===== src/rtl/mem_port_arbiter_if.sv =====
// Bus bundle between the three memory requesters, the port arbiter and the
// single-port synchronous memory. Requester slices are packed side by side.
interface mem_port_arbiter_if #(
  parameter int ADDR_W = 16,
  parameter int DATA_W = 32,
  parameter int LEN_W  = 8
);
  logic [2:0]          req;
  logic [2:0]          req_we;
  logic [3*ADDR_W-1:0] req_adr;
  logic [3*LEN_W-1:0]  req_len;
  logic [3*DATA_W-1:0] req_wdata;
  logic [2:0]          gnt;
  logic [2:0]          beat;
  logic [2:0]          last;
  logic [2:0]          rvalid;
  logic [DATA_W-1:0]   rdata;
  logic                mem_en;
  logic                mem_we;
  logic [ADDR_W-1:0]   mem_adr;
  logic [DATA_W-1:0]   mem_wdata;
  logic [DATA_W-1:0]   mem_rdata;
  logic                busy;

  modport slave (
    input  req, req_we, req_adr, req_len, req_wdata, mem_rdata,
    output gnt, beat, last, rvalid, rdata, mem_en, mem_we, mem_adr, mem_wdata, busy
  );

  modport master (
    output req, req_we, req_adr, req_len, req_wdata, mem_rdata,
    input  gnt, beat, last, rvalid, rdata, mem_en, mem_we, mem_adr, mem_wdata, busy
  );
endinterface


===== src/rtl/mem_port_arbiter.sv =====
// Round-robin burst arbiter for the shared image/filter memory: grants whole
// bursts, walks beat addresses and routes read returns back to the owner.
module mem_port_arbiter #(
  parameter int ADDR_W = 16,
  parameter int DATA_W = 32,
  parameter int LEN_W  = 8
) (
  input  logic              clk,
  input  logic              rst,
  mem_port_arbiter_if.slave bus
);

  typedef enum logic {IDLE, BURST} state_t;

  state_t            state;
  logic [1:0]        id;
  logic [1:0]        rr_ptr;
  logic              we;
  logic [ADDR_W-1:0] base;
  logic [LEN_W-1:0]  len;
  logic [LEN_W:0]    cnt;
  logic [2:0]        gnt_q;
  logic [2:0]        beat_q;
  logic [2:0]        last_q;
  logic              mem_en_q;
  logic              mem_we_q;
  logic [ADDR_W-1:0] mem_adr_q;
  logic              rd_valid;
  logic [1:0]        rd_id;

  logic [1:0]        win;
  logic [2:0]        win_oh;
  logic              win_we;
  logic [ADDR_W-1:0] win_adr;
  logic [LEN_W-1:0]  win_len;
  logic [DATA_W-1:0] own_wdata;
  logic [LEN_W:0]    cnt_next;

  // First requester at or after rr_ptr wins, wrapping 2 -> 0.
  always_comb begin
    case (rr_ptr)
      2'd1:    win = bus.req[1] ? 2'd1 : (bus.req[2] ? 2'd2 : 2'd0);
      2'd2:    win = bus.req[2] ? 2'd2 : (bus.req[0] ? 2'd0 : 2'd1);
      default: win = bus.req[0] ? 2'd0 : (bus.req[1] ? 2'd1 : 2'd2);
    endcase
  end

  always_comb begin
    win_oh    = 3'b001 << win;
    win_we    = 1'b0;
    win_adr   = '0;
    win_len   = '0;
    own_wdata = '0;
    cnt_next  = cnt + 1'b1;
    case (win)
      2'd0: begin
        win_we  = bus.req_we[0];
        win_adr = bus.req_adr[0 +: ADDR_W];
        win_len = bus.req_len[0 +: LEN_W];
      end
      2'd1: begin
        win_we  = bus.req_we[1];
        win_adr = bus.req_adr[ADDR_W +: ADDR_W];
        win_len = bus.req_len[LEN_W +: LEN_W];
      end
      default: begin
        win_we  = bus.req_we[2];
        win_adr = bus.req_adr[2*ADDR_W +: ADDR_W];
        win_len = bus.req_len[2*LEN_W +: LEN_W];
      end
    endcase
    case (id)
      2'd0:    own_wdata = bus.req_wdata[0 +: DATA_W];
      2'd1:    own_wdata = bus.req_wdata[DATA_W +: DATA_W];
      default: own_wdata = bus.req_wdata[2*DATA_W +: DATA_W];
    endcase
  end

  // Outputs are registered one cycle ahead: the IDLE->BURST edge already loads beat 0.
  always_ff @(posedge clk or negedge rst) begin
    if (!rst) begin
      state     <= IDLE;
      id        <= '0;
      rr_ptr    <= '0;
      we        <= 1'b0;
      base      <= '0;
      len       <= '0;
      cnt       <= '0;
      gnt_q     <= '0;
      beat_q    <= '0;
      last_q    <= '0;
      mem_en_q  <= 1'b0;
      mem_we_q  <= 1'b0;
      mem_adr_q <= '0;
    end else begin
      case (state)
        IDLE: begin
          if (|bus.req) begin
            state     <= BURST;
            id        <= win;
            we        <= win_we;
            base      <= win_adr;
            len       <= win_len;
            cnt       <= '0;
            gnt_q     <= win_oh;
            beat_q    <= win_oh;
            last_q    <= (win_len == '0) ? win_oh : 3'b000;
            mem_en_q  <= 1'b1;
            mem_we_q  <= win_we;
            mem_adr_q <= win_adr;
          end
        end
        BURST: begin
          if (cnt == {1'b0, len}) begin
            state     <= IDLE;
            rr_ptr    <= (id == 2'd2) ? 2'd0 : id + 2'd1;
            gnt_q     <= '0;
            beat_q    <= '0;
            last_q    <= '0;
            mem_en_q  <= 1'b0;
            mem_we_q  <= 1'b0;
            mem_adr_q <= '0;
          end else begin
            cnt       <= cnt_next;
            mem_adr_q <= base + ADDR_W'(cnt_next);
            last_q    <= (cnt_next == {1'b0, len}) ? gnt_q : 3'b000;
          end
        end
        default: state <= IDLE;
      endcase
    end
  end

  // Return path is independent of the FSM so the last read beat's valid
  // still lands while the next burst is being set up.
  always_ff @(posedge clk or negedge rst) begin
    if (!rst) begin
      rd_valid <= 1'b0;
      rd_id    <= '0;
    end else begin
      rd_valid <= mem_en_q & ~mem_we_q;
      rd_id    <= id;
    end
  end

  assign bus.gnt       = gnt_q;
  assign bus.beat      = beat_q;
  assign bus.last      = last_q;
  assign bus.mem_en    = mem_en_q;
  assign bus.mem_we    = mem_we_q;
  assign bus.mem_adr   = mem_adr_q;
  assign bus.mem_wdata = mem_en_q ? own_wdata : '0;
  assign bus.busy      = (state == BURST);
  assign bus.rvalid    = rd_valid ? (3'b001 << rd_id) : 3'b000;
  // mem_rdata is already the memory's output register; forward it while valid.
  assign bus.rdata     = rd_valid ? bus.mem_rdata : '0;

endmodule


===== src/flat_wrapper.sv =====
// flat-port wrapper written by rule: the top's interface ports become plain ports
module mem_port_arbiter_flat 
#(
  parameter int ADDR_W = 16,
  parameter int DATA_W = 32,
  parameter int LEN_W  = 8
)
  (clk, rst, bus_req, bus_req_we, bus_req_adr, bus_req_len, bus_req_wdata, bus_mem_rdata, bus_gnt, bus_beat, bus_last, bus_rvalid, bus_rdata, bus_mem_en, bus_mem_we, bus_mem_adr, bus_mem_wdata, bus_busy);
  mem_port_arbiter_if #(.ADDR_W(ADDR_W), .DATA_W(DATA_W), .LEN_W(LEN_W)) bus_i ();
  input  logic clk;
  input  logic rst;
  input wire logic [$bits(bus_i.req)-1:0] bus_req;
  input wire logic [$bits(bus_i.req_we)-1:0] bus_req_we;
  input wire logic [$bits(bus_i.req_adr)-1:0] bus_req_adr;
  input wire logic [$bits(bus_i.req_len)-1:0] bus_req_len;
  input wire logic [$bits(bus_i.req_wdata)-1:0] bus_req_wdata;
  input wire logic [$bits(bus_i.mem_rdata)-1:0] bus_mem_rdata;
  output wire logic [$bits(bus_i.gnt)-1:0] bus_gnt;
  output wire logic [$bits(bus_i.beat)-1:0] bus_beat;
  output wire logic [$bits(bus_i.last)-1:0] bus_last;
  output wire logic [$bits(bus_i.rvalid)-1:0] bus_rvalid;
  output wire logic [$bits(bus_i.rdata)-1:0] bus_rdata;
  output wire logic [$bits(bus_i.mem_en)-1:0] bus_mem_en;
  output wire logic [$bits(bus_i.mem_we)-1:0] bus_mem_we;
  output wire logic [$bits(bus_i.mem_adr)-1:0] bus_mem_adr;
  output wire logic [$bits(bus_i.mem_wdata)-1:0] bus_mem_wdata;
  output wire logic [$bits(bus_i.busy)-1:0] bus_busy;
  assign bus_i.req = bus_req;
  assign bus_i.req_we = bus_req_we;
  assign bus_i.req_adr = bus_req_adr;
  assign bus_i.req_len = bus_req_len;
  assign bus_i.req_wdata = bus_req_wdata;
  assign bus_i.mem_rdata = bus_mem_rdata;
  assign bus_gnt = bus_i.gnt;
  assign bus_beat = bus_i.beat;
  assign bus_last = bus_i.last;
  assign bus_rvalid = bus_i.rvalid;
  assign bus_rdata = bus_i.rdata;
  assign bus_mem_en = bus_i.mem_en;
  assign bus_mem_we = bus_i.mem_we;
  assign bus_mem_adr = bus_i.mem_adr;
  assign bus_mem_wdata = bus_i.mem_wdata;
  assign bus_busy = bus_i.busy;
  mem_port_arbiter #(.ADDR_W(ADDR_W), .DATA_W(DATA_W), .LEN_W(LEN_W)) u_core (.clk(clk), .rst(rst), .bus(bus_i));
endmodule

===== config.mk =====
export PLATFORM = sky130hd
export DESIGN_NAME = mem_port_arbiter_flat
export DESIGN_NICKNAME = d
export VERILOG_FILES = /design/src/rtl/mem_port_arbiter_if.sv /design/src/rtl/mem_port_arbiter.sv /design/src/flat_wrapper.sv
export SDC_FILE = /design/constraint.sdc
export NUM_CORES = 1
export LEC_CHECK = 0
export CORE_UTILIZATION = 38
export DETAILED_ROUTE_END_ITERATION = 7
export GPL_ROUTABILITY_DRIVEN = 0
export PLACE_DENSITY = 0.8
export SYNTH_ARGS = -nofsm -noshare
export SYNTH_HDL_FRONTEND = slang
export SYNTH_SLANG_ARGS = --single-unit

===== constraint.sdc =====
create_clock -name clk -period 3.7 [get_ports clk]
set_input_delay 0.37 -clock clk [delete_from_list [all_inputs] [get_ports clk]]
set_output_delay 0.37 -clock clk [all_outputs]
set_load 0.005 [all_outputs]

# After elaboration in Yosys (flattened, before gate mapping)
# Index checks and enable logic that the tools add are counted.
[totals]
reg_bits = 65
input_bits = 208
out_inout_bits = 95
elab_cells = 76
[op_classes]
addsub = 3
eq_ne = 10
shifts = 2
muxes = 37
bitwise_logic = 3
n_reduce_logical = 8
[op_table]
columns = ["cell", "n"]
rows = [
  ["2-to-1 mux 32 bit", 2],
  ["case mux 16 bit (2 select lines)", 2],
  ["case mux 32 bit (2 select lines)", 1],
  ["2-to-1 mux 16 bit", 2],
  ["2-to-1 mux 3 bit", 7],
  ["== test 9 x 8 -> 1 bit", 2],
  ["2-to-1 mux 9 bit", 2],
  ["case mux 9 bit (2 select lines)", 1],
  ["adder 16 x 9 -> 16 bit", 1],
  ["case mux 8 bit (2 select lines)", 1],
  ["2-to-1 mux 2 bit", 6],
  ["case mux 3 bit (2 select lines)", 2],
  ["adder 9 x 1 -> 9 bit, second input constant", 1],
  ["logical NOT 8 bit", 1],
  ["case mux 1 bit (2 select lines)", 4],
  ["AND reduction 2 bit", 4],
  ["== test 2 x 1 -> 1 bit, second input constant", 3],
  ["2-to-1 mux 1 bit", 6],
  ["left shift 1 x 2 -> 3 bit, first input constant", 2],
  ["== test 2 bit, second input constant", 2],
  ["logical NOT 2 bit", 2],
  ["inequality test 2 bit, second input constant", 2],
  ["case mux 2 bit (2 select lines)", 1],
  ["OR reduction 3 bit", 1],
  ["other kinds (4)", 5],
]

# Longest topological paths before layout
[depth]
depth_word = 9
ltp_mapped = 12
mapped_depth_nobuf = 12

# Least setup slack after synthesis
# Ideal clock, no wire load.
[synth_path]
path_type = "register -> register"
from = "register u_core.cnt[0]"
to = "register u_core.mem_adr_q[13], in the netlist u_core.bus.mem_adr[13]"
setup_time_ns = 0.083
arrival_ns = 2.788
t_required_ns = 3.617
setup_slack_ns = 0.830
stages_incl_launch_ff = 12
path_buffers = 0
period_less_slack_ns = 2.870
cell_sequence = "dfrtp_1 > ha_1 > nand3_1 > or2_2 > xnor2_1 > ha_1 > nand2_1 > o31a_1 > o21ai_0 > nand3_1 > xor2_1 > o21ai_0"
[synth_between]
elab_chain_len = 4
elab_cells_between_ends = 5
classes_between = "add/sub (2); eq/ne (1); mux (2)"
[synth_rtl]
columns = ["item", "line", "rtl"]
rows = [
  ["from (decl)", "mem_port_arbiter.sv:21", "logic [LEN_W:0] cnt;"],
  ["from (signal assigned)", "mem_port_arbiter.sv:124", "cnt <= cnt_next;"],
  ["adder 9 x 1 -> 9 bit", "mem_port_arbiter.sv:54", "cnt_next = cnt + 1'b1;"],
  ["adder 16 x 9 -> 16 bit", "mem_port_arbiter.sv:125", "mem_adr_q <= base + ADDR_W'(cnt_next);"],
  ["2-to-1 mux 16 bit (*)", "mem_port_arbiter.sv:114", "if (cnt == {1'b0, len}) begin"],
  ["case mux 16 bit (2 select lines) (*)", "mem_port_arbiter.sv:96", "case (state)"],
  ["to (signal assigned)", "mem_port_arbiter.sv:110", "mem_adr_q <= win_adr;"],
  ["to (signal assigned)", "mem_port_arbiter.sv:125", ""],
  ["to (decl)", "mem_port_arbiter.sv:27", "logic [ADDR_W-1:0] mem_adr_q;"],
]
# Mark *: on every way between the ends. The rest lies on a longest branch, timed or not.
# A chain may end at the register's enable or synchronous reset.

# Worst setup path in the final report
# Ends and elaborated chain as after synthesis.

==> impl_metrics.json <==
{
  "cts-root-buf": "clkbuf_16",
  "async_flop_share": 1.00,
  "maxSlewViolCount": 0,
  "hold_path_class": "in -> async",
  "grt_pass1_vias": 5246,
  "cts_resized": 0,
  "r2r_slack_ns": 0.34,
  "yosys_most_used_dff": "dfrtp_1",
  "dpl_cell_area_um2": 8160,
  "synth_area_um2": 5020,
  "setup_tns_ns": 0,
  "die_y_um": 117,
  "fmax_mhz": 298,
  "dp.final_hpwl_mm": 14.9,
  "finClkSkew_ns": 0.00780,
  "critPathLaunchType": "register",
  "cts_setup_buffers": 0,
  "synth_seq_cells": 65,
  "outcome": "finished clean",
  "fin_util": 0.662,
  "stdcell_area_um2": 8450,
  "final_cell_mix": "301 x clkdlybuf4s50_1, 72 x nand2_1, 64 x and2_1, 63 x dfrtp_1, 61 x o21ai_0",
  "powerDensity_nw_per_um2": 697,
  "h-tree-depth": 3,
  "crit_path_end_kind": "register",
  "cts_inserted_buffers": 9,
  "clock-sinks": 65,
  "slowest_stage": "o21ai_0",
  "required_ns": 3.93,
  "core-area_um2": 12800,
  "fill_cells": 1042,
  "die_width_um": 117,
  "synthToLayoutAreaGrowth_pct": 68.4,
  "clk_latency_ns": 0.33,
  "synth.largest_area_cell": "dfrtp_1",
  "first_pass_iters": 5,
  "gr-total-overflow": 0,
  "grt_pass1_wl_mm": 27.3,
  "antenna_cells": 0,
  "drc": 0,
  "timing.rr.end": "u_core.bus.mem_adr[13]$_DFFE_PN0P_",
  "cts_tree": "built",
  "path_clk_slew_ns": 0.06,
  "p_leak_nw": 3.55,
  "start_util": 0.393,
  "yosysSeqAreaShare": 0.324,
  "layout_min_cycle_time_ns": 3.36,
  "wl_mm": 18.4,
  "synth.distinct_cells": 51,
  "drive_gt1_frac": 0.0493,
  "yosysTopAreaCellShare": 0.324,
  "rows": 41,
  "grt_antenna_before_repair": 0,
  "nets": 1090,
  "crit_path_max_fanout": 7,
  "ant_nets": 0,
  "wl_per_cell_um": 17.6,
  "drtIter0Drc": 410,
  "crit_family": "compound AO/OA/AOI/OAI gates",
  "grt_start_max_net_pins": 69,
  "syn-num-nets": 810,
  "critPathKind": "reg -> reg",
  "hold_viol_final": 0,
  "max-vdd-ir-drop_mv": 0.348,
  "tightest_slew_ns": 0.989,
  "yosys-top-cells-area": "dfrtp_1 32%, mux2i_1 11%, and2_1 8.1%",
  "io_pins": 303,
  "slew-limit-headroom": 0.341,
  "worstPathArrival_ns": 3.59,
  "setup_violations": 0,
  "layout_commonest_cell": "clkdlybuf4s50_1",
  "synth_edf_count": 0,
  "cap_violations": 0,
  "synthCells": 588,
  "rsz0062_at_grt": "false",
  "crit_buf_inv": 0,
  "port_buffers": 302,
  "yosysWarnings": 0,
  "dieArea_um2": 13700,
  "vias": 5470,
  "worstPathCellList": "ha_1 -> nand3_1 -> or2_2 -> xnor2_1 -> ha_1 -> nand2_1 -> o31a_1 -> o21ai_0 -> nand3_1 -> xor2_1 -> o21ai_0",
  "viasPerCell": 5.23,
  "cts_buffer_depth": 2,
  "fin_crit_sh": 0.908,
  "design_power_total_w": 0.00590,
  "hold_buffers": 0,
  "syn_area_per_cell_um2": 8.54,
  "max_stage_delay_ns": 0.51,
  "reg2reg_from": "u_core.cnt[0]$_DFFE_PN0P_",
  "track_usage": 0.263,
  "worst_r2r_path_depth": 11
}
## synthesized netlist by cell type (all sizes together), types with 6 or more instances
cell type / n
a211oi: 16
a21o: 20
a21oi: 16
a221o: 9
and2: 65
buf: 15
clkbuf: 28
dfrtp: 65
ha: 13
inv: 8
mux2: 6
mux2i: 57
nand2: 72
nand3: 14
nor2: 25
nor2b: 6
o211ai: 6
o21ai: 63
xnor2: 14
xor2: 20
## report_power, final
| part | switching [W] | internal, W | leakage (nW) |
|---|---|---|---|
| combinational | 0.00144 | 0.00205 | 2.61 |
| sequential | 0.000508 | 0.00105 | 0.796 |
| clock | 0.000321 | 0.000523 | 0.139 |
| total | 0.00227 | 0.00362 | 3.55 |
## logic make-up after synthesis
| family | count (synthesis) | share of synthesized area |
|---|---|---|
| and+or+nand+nor | 211 | 0.214 |
| adders and majority gates | 14 | 0.0364 |
| xor gates and xnor gates | 34 | 0.0593 |
| buffers and inverters | 51 | 0.0439 |
| muxes | 63 | 0.129 |
| DFF | 65 | 0.324 |
| AOI/OAI and AO/OA | 150 | 0.194 |
## worst reg2reg max path, stage by stage (launching register included)
cell,delay (ns)
dfrtp_1,0.45
ha_1,0.30
nand3_1,0.20
or2_2,0.39
xnor2_1,0.15
ha_1,0.35
nand2_1,0.09
o31a_1,0.32
o21ai_0,0.51
nand3_1,0.17
xor2_1,0.17
o21ai_0,0.17
## worst max-delay path by stage
stage / startpoint / depth (start not counted) / end / slack [ns]
floorplan: u_core.cnt[0]$_DFFE_PN0P_ / 11 / u_core.bus.mem_adr[13]$_DFFE_PN0P_ / 0.83
detailed placement: u_core.cnt[0]$_DFFE_PN0P_ / 11 / u_core.bus.mem_adr[13]$_DFFE_PN0P_ / 0.37
CTS: u_core.cnt[0]$_DFFE_PN0P_ / 11 / u_core.bus.mem_adr[15]$_DFFE_PN0P_ / 0.36
finish: u_core.cnt[0]$_DFFE_PN0P_ / 11 / u_core.bus.mem_adr[13]$_DFFE_PN0P_ / 0.34
global placement: u_core.cnt[0]$_DFFE_PN0P_ / 11 / u_core.bus.mem_adr[15]$_DFFE_PN0P_ / 0.53
global route: u_core.cnt[0]$_DFFE_PN0P_ / 11 / u_core.bus.mem_adr[15]$_DFFE_PN0P_ / 0.06
## flip-flops by register name, indices dropped and copies added (netlist names), 2 cells and up
| name | count |
|---|---|
| u_core.len | 8 |
| u_core.base | 16 |
| u_core.cnt | 9 |
| u_core.rr_ptr | 2 |
| u_core.bus.gnt | 3 |
| u_core.bus.last | 3 |
| u_core.rd_id | 2 |
| u_core.id | 2 |
| u_core.bus.mem_adr | 16 |
## through the flow
stage,instances,setup slack [ns],hold slack [ns]
6_report,1045,0.339,0.0654
5_1_grt,1045,0.0619,0.125
4_1_cts,1045,0.362,0.0923
3_5_place_dp,1029,0.367,0.441
3_3_place_gp,1029,0.534,0.425
2_1_floorplan,588,0.830,0.0744
## layout make-up
cell class,count,area (um^2),area share
Sequential cell,65,1630,0.193
Tap cell,172,215,0.0255
Clock inverter,6,67.6,0.00799
Timing Repair Buffer,312,3090,0.366
Multi-Input combinational cell,472,3190,0.377
Clock buffer,10,229,0.0271
Inverter,8,30.0,0.00355
## metal layers
metal	GRT usage	up-vias	wire (um)
li1	-	2628	-
met1	0.338	2576	7720
met2	0.434	239	8910
met3	0.0618	27	1430
met4	0.0954	0	320
met5	0	-	0
(Power assumes the default switching activity.)
